`config.mk`:
```
export PLATFORM = sky130hd
export DESIGN_NAME = tmds_dc_balance_flat
export DESIGN_NICKNAME = d
export VERILOG_FILES = /design/src/rtl/tmds_dc_balance_if.sv /design/src/rtl/tmds_dc_balance.sv /design/src/flat_wrapper.sv
export SDC_FILE = /design/constraint.sdc
export NUM_CORES = 1
export LEC_CHECK = 0
export CAP_MARGIN = 20
export CORE_MARGIN = 4
export CORE_UTILIZATION = 56
export DETAILED_ROUTE_END_ITERATION = 8
export GPL_TIMING_DRIVEN = 1
export PLACE_DENSITY = 0.89
export SYNTH_ARGS = -nofsm -noshare
export SYNTH_HDL_FRONTEND = slang
export SYNTH_SLANG_ARGS = --single-unit
export TNS_END_PERCENT = 20
```
`constraint.sdc`:
```
create_clock -name clk_in -period 4.8 [get_ports clk_in]
set_clock_uncertainty 0.05 [all_clocks]
set_input_delay 0.96 -clock clk_in [delete_from_list [all_inputs] [get_ports clk_in]]
set_output_delay 0.96 -clock clk_in [all_outputs]
set_load 0.01 [all_outputs]
```
`src/rtl/tmds_dc_balance_if.sv`:
```
// Symbol-stream bundle between the TMDS DC-balance stage and its neighbours.
// The master drives the transition-minimized word and control code; the slave returns the encoded symbol.
interface tmds_dc_balance_if;
    logic [8:0] q_m_in;
    logic       ve_in;
    logic [1:0] ctrl_in;
    logic [9:0] tmds_out;
    logic [4:0] tally_out;

    modport master (
        output q_m_in,
        output ve_in,
        output ctrl_in,
        input  tmds_out,
        input  tally_out
    );

    modport slave (
        input  q_m_in,
        input  ve_in,
        input  ctrl_in,
        output tmds_out,
        output tally_out
    );
endinterface

```
`src/rtl/tmds_dc_balance.sv`:
```
// TMDS stage 2: chooses per word whether to invert the data byte to keep the line DC balanced.
// Emits fixed control tokens during blanking, which also clears the running disparity.
module tmds_dc_balance (
    input logic              clk_in,
    input logic              rst_n_in,
    tmds_dc_balance_if.slave bus
);
    logic        [3:0] n1;
    logic signed [5:0] cnt;
    logic signed [5:0] n1_s;
    logic signed [5:0] n0_s;
    logic signed [5:0] diff;
    logic signed [5:0] cnt_next;
    logic signed [4:0] tally;
    logic        [9:0] sym;
    logic        [9:0] sym_next;
    logic              q8;
    logic        [7:0] data;

    always_comb begin
        n1 = 4'd0;
        for (int i = 0; i < 8; i++) begin
            n1 = n1 + {3'b000, bus.q_m_in[i]};
        end
    end

    // Widen to 6 bits so intermediate sums like +8+2 cannot wrap.
    assign cnt  = {tally[4], tally};
    assign n1_s = $signed({2'b00, n1});
    assign n0_s = 6'sd8 - n1_s;
    assign diff = n1_s - n0_s;
    assign q8   = bus.q_m_in[8];
    assign data = bus.q_m_in[7:0];

    always_comb begin
        sym_next = 10'd0;
        cnt_next = 6'sd0;
        if (!bus.ve_in) begin
            unique case (bus.ctrl_in)
                2'b00: sym_next = 10'b1101010100;
                2'b01: sym_next = 10'b0010101011;
                2'b10: sym_next = 10'b0101010100;
                2'b11: sym_next = 10'b1010101011;
            endcase
        end else if ((cnt == 6'sd0) || (n1 == 4'd4)) begin
            sym_next = {~q8, q8, q8 ? data : ~data};
            cnt_next = q8 ? (cnt + diff) : (cnt - diff);
        end else if (((cnt > 6'sd0) && (n1 > 4'd4)) || ((cnt < 6'sd0) && (n1 < 4'd4))) begin
            sym_next = {1'b1, q8, ~data};
            cnt_next = cnt + (q8 ? 6'sd2 : 6'sd0) - diff;
        end else begin
            sym_next = {1'b0, q8, data};
            cnt_next = cnt + diff - (q8 ? 6'sd0 : 6'sd2);
        end
    end

    always_ff @(posedge clk_in or negedge rst_n_in) begin
        if (!rst_n_in) begin
            sym   <= 10'd0;
            tally <= 5'sd0;
        end else begin
            sym   <= sym_next;
            tally <= cnt_next[4:0];
        end
    end

    assign bus.tmds_out  = sym;
    assign bus.tally_out = tally;
endmodule

```
`src/flat_wrapper.sv`:
```
// flat-port wrapper written by rule: the top's interface ports become plain ports
module tmds_dc_balance_flat 
  (clk_in, rst_n_in, bus_q_m_in, bus_ve_in, bus_ctrl_in, bus_tmds_out, bus_tally_out);
  tmds_dc_balance_if bus_i ();
  input logic clk_in;
  input logic rst_n_in;
  input wire logic [$bits(bus_i.q_m_in)-1:0] bus_q_m_in;
  input wire logic [$bits(bus_i.ve_in)-1:0] bus_ve_in;
  input wire logic [$bits(bus_i.ctrl_in)-1:0] bus_ctrl_in;
  output wire logic [$bits(bus_i.tmds_out)-1:0] bus_tmds_out;
  output wire logic [$bits(bus_i.tally_out)-1:0] bus_tally_out;
  assign bus_i.q_m_in = bus_q_m_in;
  assign bus_i.ve_in = bus_ve_in;
  assign bus_i.ctrl_in = bus_ctrl_in;
  assign bus_tmds_out = bus_i.tmds_out;
  assign bus_tally_out = bus_i.tally_out;
  tmds_dc_balance u_core (.clk_in(clk_in), .rst_n_in(rst_n_in), .bus(bus_i));
endmodule
```
# Word level (Yosys, flattened, before mapping)
# Index checks and enable logic that the tools add are counted.
[word_totals]
reg_bits = 15
input_bits = 14
out_inout_bits = 15
elab_cells = 43
[classes]
add_sub_neg = 14
order_cmp = 4
n_eq_ne = 4
muxes = 11
bitwise = 2
reduce_logical = 6
[ops]
columns = ["cell", "n"]
rows = [
  ["$pmux 10 s4", 1],
  ["$mux 10", 3],
  ["$add 4x1->4", 6],
  ["$mux 5", 4],
  ["$sub 5x5->5", 3],
  ["$mux 8", 1],
  ["$not 8->8", 1],
  ["$logic_not 6->1", 1],
  ["$add 5x3->5", 1],
  ["$add 5x5->5", 1],
  ["$gt 5x1->1 const B", 1],
  ["$lt 5x1->1 const B", 1],
  ["$sub 4x4->5 const A", 1],
  ["$sub 5x3->5", 1],
  ["$eq 2x2->1 const B", 2],
  ["$eq 4x3->1 const B", 1],
  ["$gt 4x3->1 const B", 1],
  ["$lt 4x3->1 const B", 1],
  ["$mux 2", 2],
  ["$add 1x1->2", 1],
  ["$eq 2x1->1 const B", 1],
  ["$logic_and 1x1->1", 2],
  ["$logic_not 2->1", 1],
  ["$logic_or 1x1->1", 2],
  ["$not 1->1", 1],
]

# Longest topological paths before layout
[depth]
depth_word = 14
mapped_depth = 16
mapped_depth_nobuf = 16

# Least setup slack after synthesis
# Ideal clock, no wire load.
[synth_path]
path_type = "input -> register"
start = "input port bus_q_m_in[0]"
end = "register u_core.tally[4], in the netlist u_core.bus.tally_out[4]"
setup_ns = 0.099
arrival_time_ns = 4.621
required_time_ns = 4.651
slack_ns = 0.029
cell_stages = 15
cell_sequence = "ha_1 -> inv_1 -> fa_1 -> fa_1 -> fa_1 -> fa_1 -> inv_1 -> ha_1 -> inv_1 -> ha_1 -> a21o_1 -> a21oi_1 -> xnor2_1 -> nor3_1 -> a311oi_1"
[synth_between]
elab_chain_len = 14
elab_cells_between_ends = 24
classes_between = "13 x add/sub; 2 x order compare; 1 x eq/ne; 4 x mux; 4 x reduce/logical"
[synth_rtl]
columns = ["element", "line", "source"]
rows = [
  ["start: declaration", "flat_wrapper.sv:7", "input wire logic [$bits(bus_i.q_m_in)-1:0] bus_q_m_in;"],
  ["$add 1x1->2 *", "tmds_dc_balance.sv:23", "n1 = n1 + {3'b000, bus.q_m_in[i]};"],
  ["$add 4x1->4 * (6 in series)", "tmds_dc_balance.sv:23", ""],
  ["$sub 4x4->5", "tmds_dc_balance.sv:30", "assign n0_s = 6'sd8 - n1_s;"],
  ["$sub 5x5->5", "tmds_dc_balance.sv:31", "assign diff = n1_s - n0_s;"],
  ["$add 5x5->5", "tmds_dc_balance.sv:47, tmds_dc_balance.sv:53", ""],
  ["$sub 5x3->5", "tmds_dc_balance.sv:53", "cnt_next = cnt + diff - (q8 ? 6'sd0 : 6'sd2);"],
  ["$mux 5", "tmds_dc_balance.sv:48", "end else if (((cnt > 6'sd0) && (n1 > 4'd4)) || ((cnt < 6'sd0) && (n1 < 4'd4))) begin"],
  ["$mux 5 *", "tmds_dc_balance.sv:45", "end else if ((cnt == 6'sd0) || (n1 == 4'd4)) begin"],
  ["$mux 5 *", "tmds_dc_balance.sv:38", "if (!bus.ve_in) begin"],
  ["named net u_core.cnt_next[4]", "tmds_dc_balance.sv:13", "logic signed [5:0] cnt_next;"],
  ["end signal: assignment", "tmds_dc_balance.sv:63", "tally <= cnt_next[4:0];"],
  ["end: declaration", "tmds_dc_balance.sv:14", "logic signed [4:0] tally;"],
]
# Mark *: on every way through the listed nets, which the timed path passes. The rest lies on a longest branch.

# Worst setup path in the final report
# Same ends and word-level chain as after synthesis.

==> flow_summary.ini <==
[power]
power.total_mw = 1.39
powerDensity_nw_per_um2 = 699
leakagePower_nw = 0.940
vdd.ir_drop.worst_uv = 567

[yosys]
ys_seq_area_share_pct = 23.7
synth_edf_count = 0
netlist_instances = 143
ys_warn_count = 0
syn_area_per_cell_sq_um = 10.3
synth_ff_type = dfrtp_1
synth_nets = 185
async_reset_ff_share_pct = 100
synth_cell_type_count = 38
ys_ff_latch = 14
syn_area_sq_um = 1480

[floorplanning]
ios = 29
start_util_pct = 59.2
die_w_um = 59.4
rows = 18
core_sq_um = 2500
die_h_um = 59.4
dieArea_sq_um = 3530

[final_layout]
multi_input_area_sq_um = 1080
nNetsFinal = 234
finalCoreUtilization_pct = 79.6
area_growth_pct = 34.5
n_antenna_cell = 0
regArea_sq_um = 350
nFillCells = 151
final_common_cell = clkdlybuf4s50_1
final_cell_mix = clkdlybuf4s50_1 (23), inv_1 (22), buf_4 (19)
layout-drive-gt1-share_pct = 27.9

[global_route]
grt_util_met1_pct = 26.9
grt_start_max_net_pins = 15
grt_pass1_wl_um = 6160
use_met3_pct = 2.40
top_usage_layer = met2
grt_pass1_vias = 1330
track_usage_pct = 23.6
antenna_found_initial = 0
grtUsageMet2_pct = 43.7
grt_overflow = 0

[routing]
postRouteAntennaNets = 0
drt-pass1-iter-count = 4
wl_per_cell_um = 16.8
drtIter0Drc = 51
vias = 1225
via_per_inst = 5.57
wl_um = 3700
drc = 0

[run]
drv_cap = 0

[placement]
place_ws_ns = -0.579
dp_hpwl_um = 3070
numPortBuffers = 27
gp_congestion = 0.950

[clock_network]
cts_tree = built
htree_levels = 1
root_buffer = clkbuf_4
cts.path.max_buffers = 2
numCtsBuffers = 3
insertion_delay_ns = 0.26
clkSinkCount = 14
clk_pin_slew_ns = 0.07

[critical_path]
start_kind = input pin
critPathMaxStageDelay_ns = 0.63
ff2ff_setup_slack_ns = 2.47
slowest_stage = fa_2
worst-path-buf-inv = 4
cp.arrival_ns = 4.78
worst-path-max-fanout = 2
path_cells = buf_2, ha_4, inv_2, fa_1, fa_1, fa_2, fa_2, inv_2, ha_4, inv_1, ha_1, a21o_1, a21oi_2, xnor2_1, nor3_1, a311oi_1
critPathTopFamily = adder cells
crit_type = in2reg
end_kind = register
required_ns = 4.89

[timing]
post-route-min-period_ns = 4.69
tightest_slew_ns = 0.565
setup_slack_ns = 0.109
period_share_pct = 97.7
finalHoldViolations = 0
setup_viol = 0
max_slew_margin_pct = 62.2
hold_ws_ns = 0.936
rsz0062_at_grt = false
slew_violations = 0
fmax_mhz = 213

[worst_hold_path]
hold_class = reg2reg

[run_status]
outcome = finished clean
==> worst paths after layout <==
path,startpoint,endpoint,cells after the start
min in group asynchronous,rst_n_in,u_core.bus.tally_out[2],1
hold reg to reg,u_core.bus.tally_out[4],u_core.bus.tally_out[3],3
hold / removal,u_core.bus.tally_out[4],u_core.bus.tally_out[3],3
max in group asynchronous,rst_n_in,u_core.bus.tmds_out[9],1
setup / recovery,bus_q_m_in[0],u_core.bus.tally_out[4],16
setup reg to reg,u_core.bus.tally_out[1],u_core.bus.tally_out[3],6
==> stage by stage <==
stage / instance area (sq um) / setup TNS (ns) / cells
3_3_place_gp: 1900 / -2.84 / 216
2_1_floorplan: 1480 / 0 / 143
4_1_cts: 1990 / 0 / 220
6_report: 1990 / 0 / 220
3_5_place_dp: 1900 / -5.09 / 216
5_1_grt: 1990 / 0 / 220
==> registers in the layout, summed over array words and instances, names as in the netlist <==
| register | count |
|---|---|
| u_core.bus.tmds_out | 10 |
| u_core.bus.tally_out | 4 |
==> report_power, final <==
group | switching [mW] | internal [mW] | leakage (nW) | total (mW)
sequential | 0.0443 | 0.165 | 0.170 | 0.209
combinational | 0.533 | 0.588 | 0.756 | 1.12
clock | 0.0316 | 0.0289 | 0.0138 | 0.0606
total | 0.609 | 0.782 | 0.940 | 1.39
==> cell usage after synthesis (2+ instances only) <==
| cell | instances | area (sq um) |
|---|---|---|
| dfrtp_1 | 14 | 350 |
| nor3_1 | 2 | 10.0 |
| nand3_1 | 2 | 10.0 |
| o21bai_1 | 2 | 15.0 |
| xor2_1 | 2 | 17.5 |
| fa_1 | 8 | 160 |
| a21oi_1 | 10 | 50.1 |
| nand2_1 | 4 | 15.0 |
| xnor2_2 | 8 | 130 |
| ha_1 | 20 | 250 |
| o21ai_1 | 8 | 40.0 |
| inv_1 | 24 | 90.1 |
| nor2_1 | 4 | 15.0 |
| xnor2_1 | 9 | 78.8 |
| o21ai_0 | 3 | 15.0 |
==> routing by layer <==
| layer | wire length (um) | share of wire, % |
|---|---|---|
| met1 | 1460 | 39 |
| met5 | 0 | 0 |
| met3 | 167 | 4.5 |
| met4 | 156 | 4.2 |
| met2 | 1920 | 52 |
==> tightest hold or removal path, cell delays in order, from the launching register on <==
cell and delay (ns):
dfrtp_1 0.54, o21a_4 0.21, buf_4 0.13, a21oi_1 0.07
==> final cells by class <==
type | count | area share (%)
timing repair buffer | 47 | 20.7
inverter | 24 | 4.53
tap | 30 | 1.89
multi-input combinational | 102 | 54.2
clock buffer | 3 | 1.13
sequential | 14 | 17.6
==> logic make-up after synthesis <==
| logic type | synth area share (%) |
|---|---|
| flops | 23.7 |
| fa+ha+maj | 27.7 |
| other cells | 0.254 |
| simple gates | 5.92 |
| mux | 1.44 |
| compound gates | 16.3 |
| buf+inv | 8.21 |
| xor+xnor | 16.4 |
==> what timing repair did <==
action | in CTS | in global routing
setup endpoints to repair | 12 | 2
pin swaps | 14 | 3
cloned | 0 | 0
buffers inserted | 1 | 0
hold buffers | 0 | 0
gates resized for setup | 26 | 0
(Power assumes the default switching activity.)
